<file path="config.mk">
export PLATFORM = sky130hd
export DESIGN_NAME = i2c_sync_fifo
export DESIGN_NICKNAME = d
export VERILOG_FILES = /design/src/rtl/i2c_pkg.sv /design/src/rtl/i2c_fifo_mem.sv /design/src/rtl/i2c_sync_fifo.sv
export SDC_FILE = /design/constraint.sdc
export NUM_CORES = 1
export LEC_CHECK = 0
export CORE_ASPECT_RATIO = 0.9
export CORE_MARGIN = 3
export CORE_UTILIZATION = 61
export DETAILED_ROUTE_END_ITERATION = 10
export HOLD_SLACK_MARGIN = 0.15
export PLACE_DENSITY = 0.92
export RECOVER_POWER = 50
export SETUP_SLACK_MARGIN = 0.5
export SLEW_MARGIN = 20
export SYNTH_ARGS = -nofsm -noshare
export SYNTH_HDL_FRONTEND = slang
export SYNTH_HIERARCHICAL = 1
export SYNTH_SLANG_ARGS = --single-unit
</file>
<file path="constraint.sdc">
create_clock -name clk -period 5 [get_ports clk]
set_input_delay 0.75 -clock clk [delete_from_list [all_inputs] [get_ports clk]]
set_output_delay 0.75 -clock clk [all_outputs]
set_load 0.02 [all_outputs]
</file>
<file path="src/rtl/i2c_pkg.sv">
// i2c_pkg: shared FIFO sizing and threshold defaults for the I2C controller
package i2c_pkg;
  localparam int FIFO_DATA_WIDTH = 8;
  localparam int FIFO_ADDR_WIDTH = 3;
  localparam int FIFO_AF_THRESH  = 6;
  localparam int FIFO_AE_THRESH  = 1;
endpackage

</file>
<file path="src/rtl/i2c_fifo_mem.sv">
// i2c_fifo_mem: simple dual-port RAM, one synchronous write port, one asynchronous read port
module i2c_fifo_mem
  import i2c_pkg::*;
#(
  parameter int DATA_WIDTH = FIFO_DATA_WIDTH,
  parameter int ADDR_WIDTH = FIFO_ADDR_WIDTH
) (
  input  logic                  clk,
  input  logic                  i_we,
  input  logic [ADDR_WIDTH-1:0] i_waddr,
  input  logic [DATA_WIDTH-1:0] i_wdata,
  input  logic [ADDR_WIDTH-1:0] i_raddr,
  output logic [DATA_WIDTH-1:0] o_rdata
);
  logic [DATA_WIDTH-1:0] r_mem [2**ADDR_WIDTH];
  // storage array, intentionally without reset
  always_ff @(posedge clk)
    if (i_we) r_mem[i_waddr] <= i_wdata;
  assign o_rdata = r_mem[i_raddr];
endmodule

</file>
<file path="src/rtl/i2c_sync_fifo.sv">
// i2c_sync_fifo: single-clock byte FIFO with fill level, thresholds, sticky errors and optional FWFT
module i2c_sync_fifo
  import i2c_pkg::*;
#(
  parameter int DATA_WIDTH = FIFO_DATA_WIDTH,
  parameter int ADDR_WIDTH = FIFO_ADDR_WIDTH,
  parameter int FWFT       = 0,
  parameter int AF_THRESH  = FIFO_AF_THRESH,
  parameter int AE_THRESH  = FIFO_AE_THRESH
) (
  input  logic                  clk,
  input  logic                  reset,
  input  logic                  clear,
  input  logic                  write_enable,
  input  logic [DATA_WIDTH-1:0] write_data,
  input  logic                  read_enable,
  output logic [DATA_WIDTH-1:0] read_data,
  output logic                  read_valid,
  output logic                  write_full,
  output logic                  read_empty,
  output logic                  almost_full,
  output logic                  almost_empty,
  output logic [ADDR_WIDTH:0]   fill_level,
  output logic                  overflow,
  output logic                  underflow
);
  localparam logic [ADDR_WIDTH:0] L_DEPTH = (ADDR_WIDTH+1)'(2**ADDR_WIDTH);
  localparam logic [ADDR_WIDTH:0] L_AF    = (ADDR_WIDTH+1)'(AF_THRESH);
  localparam logic [ADDR_WIDTH:0] L_AE    = (ADDR_WIDTH+1)'(AE_THRESH);
  logic [ADDR_WIDTH:0]   r_wr_ptr, r_rd_ptr, r_fill, w_wr_ptr_nxt, w_rd_ptr_nxt;
  logic [DATA_WIDTH-1:0] r_rdata, w_mem_q;
  logic                  r_rvalid, r_ovf, r_unf, w_full, w_empty, w_wr_acc, w_rd_acc;
  assign w_full       = r_fill == L_DEPTH;
  assign w_empty      = r_fill == '0;
  assign w_wr_acc     = !clear && write_enable && !w_full;
  assign w_rd_acc     = !clear && read_enable && !w_empty;
  assign w_wr_ptr_nxt = r_wr_ptr + (ADDR_WIDTH+1)'(w_wr_acc);
  assign w_rd_ptr_nxt = r_rd_ptr + (ADDR_WIDTH+1)'(w_rd_acc);
  i2c_fifo_mem #(.DATA_WIDTH(DATA_WIDTH), .ADDR_WIDTH(ADDR_WIDTH)) u_mem (
    .clk     (clk),
    .i_we    (w_wr_acc),
    .i_waddr (r_wr_ptr[ADDR_WIDTH-1:0]),
    .i_wdata (write_data),
    .i_raddr (r_rd_ptr[ADDR_WIDTH-1:0]),
    .o_rdata (w_mem_q)
  );
  // pointers and registered fill level; clear flushes without touching memory
  always_ff @(posedge clk or posedge reset)
    if (reset) begin
      r_wr_ptr <= '0;
      r_rd_ptr <= '0;
      r_fill   <= '0;
    end else if (clear) begin
      r_wr_ptr <= '0;
      r_rd_ptr <= '0;
      r_fill   <= '0;
    end else begin
      r_wr_ptr <= w_wr_ptr_nxt;
      r_rd_ptr <= w_rd_ptr_nxt;
      r_fill   <= w_wr_ptr_nxt - w_rd_ptr_nxt;
    end
  // sticky rejected-access flags, cleared only by clear or reset
  always_ff @(posedge clk or posedge reset)
    if (reset) begin
      r_ovf <= 1'b0;
      r_unf <= 1'b0;
    end else if (clear) begin
      r_ovf <= 1'b0;
      r_unf <= 1'b0;
    end else begin
      r_ovf <= r_ovf | (write_enable & w_full);
      r_unf <= r_unf | (read_enable & w_empty);
    end
  // registered read path; the data register survives clear, the valid pulse does not
  always_ff @(posedge clk or posedge reset)
    if (reset) begin
      r_rdata  <= '0;
      r_rvalid <= 1'b0;
    end else begin
      r_rvalid <= w_rd_acc;
      if (w_rd_acc) r_rdata <= w_mem_q;
    end
  assign read_data    = (FWFT != 0) ? (w_empty ? '0 : w_mem_q) : r_rdata;
  assign read_valid   = (FWFT != 0) ? !w_empty : r_rvalid;
  assign write_full   = w_full;
  assign read_empty   = w_empty;
  assign almost_full  = r_fill >= L_AF;
  assign almost_empty = r_fill <= L_AE;
  assign fill_level   = r_fill;
  assign overflow     = r_ovf;
  assign underflow    = r_unf;
endmodule

</file>
# --- After elaboration in Yosys (flattened, before gate mapping) ---
# Memory sizes are Yosys's and may differ from the RTL's. A register that Yosys moved wholly into a read port is not among the register bits.
# Cells that the tools add are included.
word_totals:
  reg_bits: 15
  latch_bits: 0
  ram_bits: 64
  romBits: 0
  input_bits: 13
  out_inout_bits: 19
  wordCells: 32
  memories: 1
memory_table:
  columns: ["memory", "depth", "width", "read_ports", "rd_ports_with_merged_regs", "wr", "line", "rtl"]
  rows:
  - ["u_mem.r_mem", 8, 8, 1, 1, 1, "i2c_fifo_mem.sv:15", "logic [DATA_WIDTH-1:0] r_mem [2**ADDR_WIDTH];"]
classes:
  n_addsub: 3
  mul: 0
  n_div: 0
  order_cmp: 2
  n_eq_ne: 1
  n_shift: 0
  muxes: 7
  n_bitwise: 4
  reduce_logical: 8
ops:
  columns: ["operator", "count"]
  rows:
  - ["4-bit 2-to-1 mux", 3]
  - ["4-bit by 1-bit adder with 4-bit output", 2]
  - ["4-bit equality test (second input constant)", 1]
  - ["4-bit by 3-bit >= comparator with 1-bit output (second input constant)", 1]
  - ["4-bit by 1-bit less-or-equal comparator with 1-bit output (second input constant)", 1]
  - ["1-bit logical AND", 4]
  - ["4-bit logical NOT", 1]
  - ["1-bit 2-to-1 mux", 4]
  - ["4-bit subtractor", 1]
  - ["1-bit logical NOT", 3]
  - ["1-bit bitwise AND", 2]
  - ["1-bit OR", 2]

# --- Logic depth before layout (Yosys ltp) ---
depth:
  word_depth: 6
  depth_mapped: 11
  ltp_nobuf: 10

# --- Modules after synthesis ---
# The synthesis kept the hierarchy.
modules_own_cells:
  columns: ["module", "instances", "cells_each", "area_each_um2", "seq_area_each_um2"]
  rows:
  - ["i2c_fifo_mem", 1, 106, 2531.2, 1921.8]
  - ["i2c_sync_fifo", 1, 81, 1059.8, 575.6]

# --- Worst setup path before layout ---
# Ideal clock, no wire load.
synth_path:
  path_kind: "register -> register"
  start: "register r_fill[2], in the netlist fill_level[2]"
  end: "register r_fill[3], in the netlist fill_level[3]"
  setup_time_ps: 125
  t_arrival_ps: 3059
  required_time_ps: 4875
  slack_ps: 1816
  stages_incl_launch_ff: 10
  n_path_buf: 0
  synth_period_minus_slack_ps: 3184
  cell_sequence: "dfrtp_1 -> nor4b_1 -> nor3b_1 -> ha_1 -> ha_1 -> ha_1 -> nor2b_1 -> o21ai_0 -> a21oi_1 -> mux2_2"
synth_via:
  elab_chain_cells: 6
  word_cells_on_any_way: 10
  classes_between: "add/sub: 3; eq/ne: 1; mux: 1; reduce/logical: 5"
synth_lines:
  columns: ["item", "line", "rtl"]
  rows:
  - ["from (decl)", "i2c_sync_fifo.sv:30", "logic [ADDR_WIDTH:0] r_wr_ptr, r_rd_ptr, r_fill, w_wr_ptr_nxt, w_rd_ptr_nxt;"]
  - ["from (signal assigned)", "i2c_sync_fifo.sv:60", "r_fill <= w_wr_ptr_nxt - w_rd_ptr_nxt;"]
  - ["4-bit equality test", "i2c_sync_fifo.sv:33", "assign w_full = r_fill == L_DEPTH;"]
  - ["named net write_full", "i2c_sync_fifo.sv:19", "output logic write_full,"]
  - ["1-bit logical NOT", "i2c_sync_fifo.sv:35", "assign w_wr_acc = !clear && write_enable && !w_full;"]
  - ["1-bit logical AND", "i2c_sync_fifo.sv:35", null]
  - ["named net w_wr_acc", "i2c_sync_fifo.sv:32", "logic r_rvalid, r_ovf, r_unf, w_full, w_empty, w_wr_acc, w_rd_acc;"]
  - ["4-bit by 1-bit adder with 4-bit output", "i2c_sync_fifo.sv:37", "assign w_wr_ptr_nxt = r_wr_ptr + (ADDR_WIDTH+1)'(w_wr_acc);"]
  - ["4-bit subtractor", "i2c_sync_fifo.sv:60", null]
  - ["4-bit 2-to-1 mux", "i2c_sync_fifo.sv:53", "end else if (clear) begin"]
# The timed path passes the listed nets, and every way through them passes these cells.

# --- Final worst setup path ---
layout_path:
  start: "input port clear"
  end: "register r_fill[3], in the netlist fill_level[3]"
layout_via:
  elab_chain_cells: 6
  word_cells_on_any_way: 9
  classes_between: "add/sub: 3; mux: 1; reduce/logical: 5"
layout_lines:
  columns: ["item", "line", "rtl"]
  rows:
  - ["from (decl)", "i2c_sync_fifo.sv:13", "input logic clear,"]
  - ["1-bit logical NOT", "i2c_sync_fifo.sv:35, i2c_sync_fifo.sv:36", null]
  - ["1-bit logical AND, on equally long branches (2 in series)", "i2c_sync_fifo.sv:35, i2c_sync_fifo.sv:36", null]
  - ["4-bit by 1-bit adder with 4-bit output, on equally long branches", "i2c_sync_fifo.sv:37, i2c_sync_fifo.sv:38", null]
  - ["4-bit subtractor", "i2c_sync_fifo.sv:60", null]
  - ["4-bit 2-to-1 mux (*)", "i2c_sync_fifo.sv:53", null]
# Mark *: on every way between the ends. The rest lies on a longest branch, timed or not.

==> summary.txt <==
Worst EP arrival: 4020 ps
Ant. Diodes: 0
Avg WL per Cell: 20.9 um
Net Count, Synth: 208
Initial Utilization: 0.656
Layout Skew: 9.26 ps
Crit path from: clear
Min cycle time layout: 3780 ps
Post-synth ARST share: 0.264
Clock slew seen by the registers of the worst setup and hold paths: 80 ps
Post-synth EDFFs: 64
Leakage: 0.00151 uW
R2R depth: 11
Die ar.: 6840 um^2
Final Non-Filler Cells: 296
Vias in the first global route: 1900
Primary FF master, synth: edfxtp_1
Syn Std Cell Area: 3590 um^2
Cell family with most CP delay: buffers and inverters
Synth Instances: 187
Num CTS Buffers: 9
Internal: 1290 uW
Final hold viol count: 0
Sum Neg Setup Slack: 0 ps
Vias post-DR: 1776
Synth cell types: 28
Seq pwr share: 0.507
Initial antenna violation count: 0
Post-Synth Simple-Gate Area: 0.0519
Worst reg2reg endpoint: fill_level[3]
Outcome: complete, no violations
Synth Area in XOR/XNOR: 0.0146
RePlAce Congestion: 0.823
RSZ-0062 raised after global routing: no
Die Wd: 86.9 um
Post-synthesis sequential area ratio: 0.695
Die Span Y: 78.8 um
Gr usage total: 0.208
Post-cts sizing count: 0
Worst Hold Class: register to register
Worst path bufs/invs: 3
Top-area cell type share of the netlist area: 0.535
I/O Buffers: 31
Worst-Margin Slew: 1050 ps
HPWL Detailed: 4130 um
Comb power frac: 0.229
PD cells: 423 nW/um^2
CTS Root Cell: clkbuf_8
Global route overflow: 0
Synth Area in Compound Gates: 0.00767
# DRC: 0
Most frequent cell after synthesis: edfxtp_1
Wl on met1: 2360 um
CP Class: input pin to register
Largest family of logic cells by synthesized area: multiplexers
Max layer used: met4
Final Setup Violations: 0
Nature of the critical path startpoint: input pin
Mux cell area share after synthesis: 0.178
Core Box Area: 5470 um^2
DR vias/cell: 6.00
Clk sink count: 87
First-pass GRT wire length: 10000 um
Crit-path max cell delay: 770 ps
Worst Path Required: 5250 ps
Fin nets: 245
Adder-cell area share of the yosys netlist: 0.0300
Post-route ant nets: 0
Largest cells by area after synthesis: edfxtp_1, dfrtp_1, mux4_1
I/O Pins: 32
Worst vdd ir: 0.370 mV
Total of fill cells in the finished design: 311
Critical path's most frequent cell: ha_1
#FFs+latches synth: 87
Worst-Skew Late Latency: 360 ps
Final wirelength: 6180 um
Avg Inst Size Synth: 19.2 um^2
Switching share of power: 0.265
Worst setup path end: fill_level[3]
R2R Setup Slk: 1900 ps
CTS tree: done
Clock Path Buffers: 2
Rel. slew slack: 0.291
CP max stage cell: dlygate4sd3_1
Layout overhead on the synthesized area: 15.2%
Sw power: 463 uW
Share of layout cells above drive strength 1: 0.157
Synth area leader: edfxtp_1
DR iter-0 viols: 208
Crit path capture type: register
Max-capacitance violation count: 0
CTS HTree Levels: 3
Met3 wire length: 338 um
Drt pass-1 iters: 4
Placed cell count: 280
CTS Hold Bufs: 0
Max-slew violation count: 0
Fmax: 0.265 GHz
CP Max Fanout: 17
Post-synth top cells: edfxtp_1, dfrtp_1, nor2_1
Crit path depth: 11
Core Rows: 25
Final worst-path cycle share: 0.755
Crit Reg-Reg Startpoint: fill_level[2]
Largest net degree at the start of global routing: 24
Critical path, cell by cell: dlygate4sd3_1 > nor3b_2 > clkbuf_1 > ha_1 > ha_1 > inv_1 > ha_1 > nor2b_1 > o21ai_0 > a21oi_1 > mux2_2
Met2 Wirelength: 3340 um
Clock Power Share: 0.264
Ys Warns: 6
Post-CTS Setup Bufs: 0
==> cells by family after synthesis <==
logic type      Yosys count
fa+ha+maj                 8
flops                    87
mux                      33
simple gates             35
xor+xnor                  6
buf+inv                  13
compound gates            5
==> area by class of cell <==
type                       count  area [um^2]  share of cell area
sequential                    87         2500               0.604
tap                           67         83.8              0.0203
clock buffer                  11          131              0.0318
multi-input combinational     87         1020               0.246
clock inverter                 5         58.8              0.0142
inverter                       5         18.8             0.00454
timing repair buffer          34          329              0.0796
==> power groups by stage <==
stage	Sequential (uW)	Combinational, uW	Clock [uW]
2_1_floorplan	940	209	0
6_report	886	401	463
5_1_grt	895	427	506
4_1_cts	890	414	478
3_3_place_gp	903	399	0
3_5_place_dp	903	411	0
==> worst min path at each step <==
stage,slack [ps],endpoint,from,cells past startpoint
after CTS,520,read_data[0],read_data[0],1
after global routing,530,read_data[0],read_data[0],1
after global placement,490,underflow,underflow,2
after floorplan,510,r_wr_ptr[3],r_wr_ptr[3],2
final,510,read_data[0],read_data[0],1
after detailed placement,500,read_data[0],read_data[0],1
==> metrics by stage <==
stage               power, uW  area, um^2  hold WS [ps]  worst slack, ps  utilization
finish                   1750        4140           508             1220        0.756
global route             1830        4140           529              983        0.756
CTS                      1780        4140           521             1740        0.756
detailed placement       1310        3950           502             1370        0.722
global placement         1300        3950           493             1490        0.722
floorplan                1150        3590           512             1820            -
==> layer usage <==
metal / up-vias / track usage
met4: 0 / 0.0966
met1: 896 / 0.244
met2: 65 / 0.349
met5: - / 0
met3: 12 / 0.0674
li1: 803 / -
==> flip-flops by register name, indices dropped and copies added, names as in the netlist <==
| signal | flops |
|---|---|
| u_mem/r_mem | 64 |
| read_data | 8 |
| fill_level | 4 |
| r_rd_ptr | 4 |
| r_wr_ptr | 4 |
| overflow | 1 |
| read_valid | 1 |
| underflow | 1 |
==> placed cells by master (no fill, tap or decap) <==
cell,instances
nor2b_1,3
mux4_1,15
a21o_1,1
buf_4,2
mux2_2,9
dfrtp_1,23
clkinv_4,1
mux4_2,1
xor2_1,4
nor4b_1,1
nor4_4,1
dlygate4sd3_1,16
clkdlybuf4s50_1,15
a21oi_1,3
nand3_1,2
xnor2_1,2
nor3b_2,1
bufinv_16,1
inv_1,5
clkbuf_8,9
clkinvlp_4,2
mux2_4,8
nand2_1,2
nor3_1,3
clkbuf_1,3
fa_1,1
ha_1,7
nor2_1,17
nand2b_1,3
edfxtp_1,64
nor3b_1,2
clkinv_2,1
o21ai_0,1
==> worst reg2reg max path, delay by kind of cell, from the launching register on <==
family                   cells  cell delay [ps]
AO/OA/AOI/OAI                2              280
AND/OR/NAND/NOR              3              560
flip-flops                   1              450
multiplexers                 1              280
adder cells (fa/ha/maj)      3              940
buffers and inverters        2              460
Note: power is estimated with default switching activity, not from simulation.
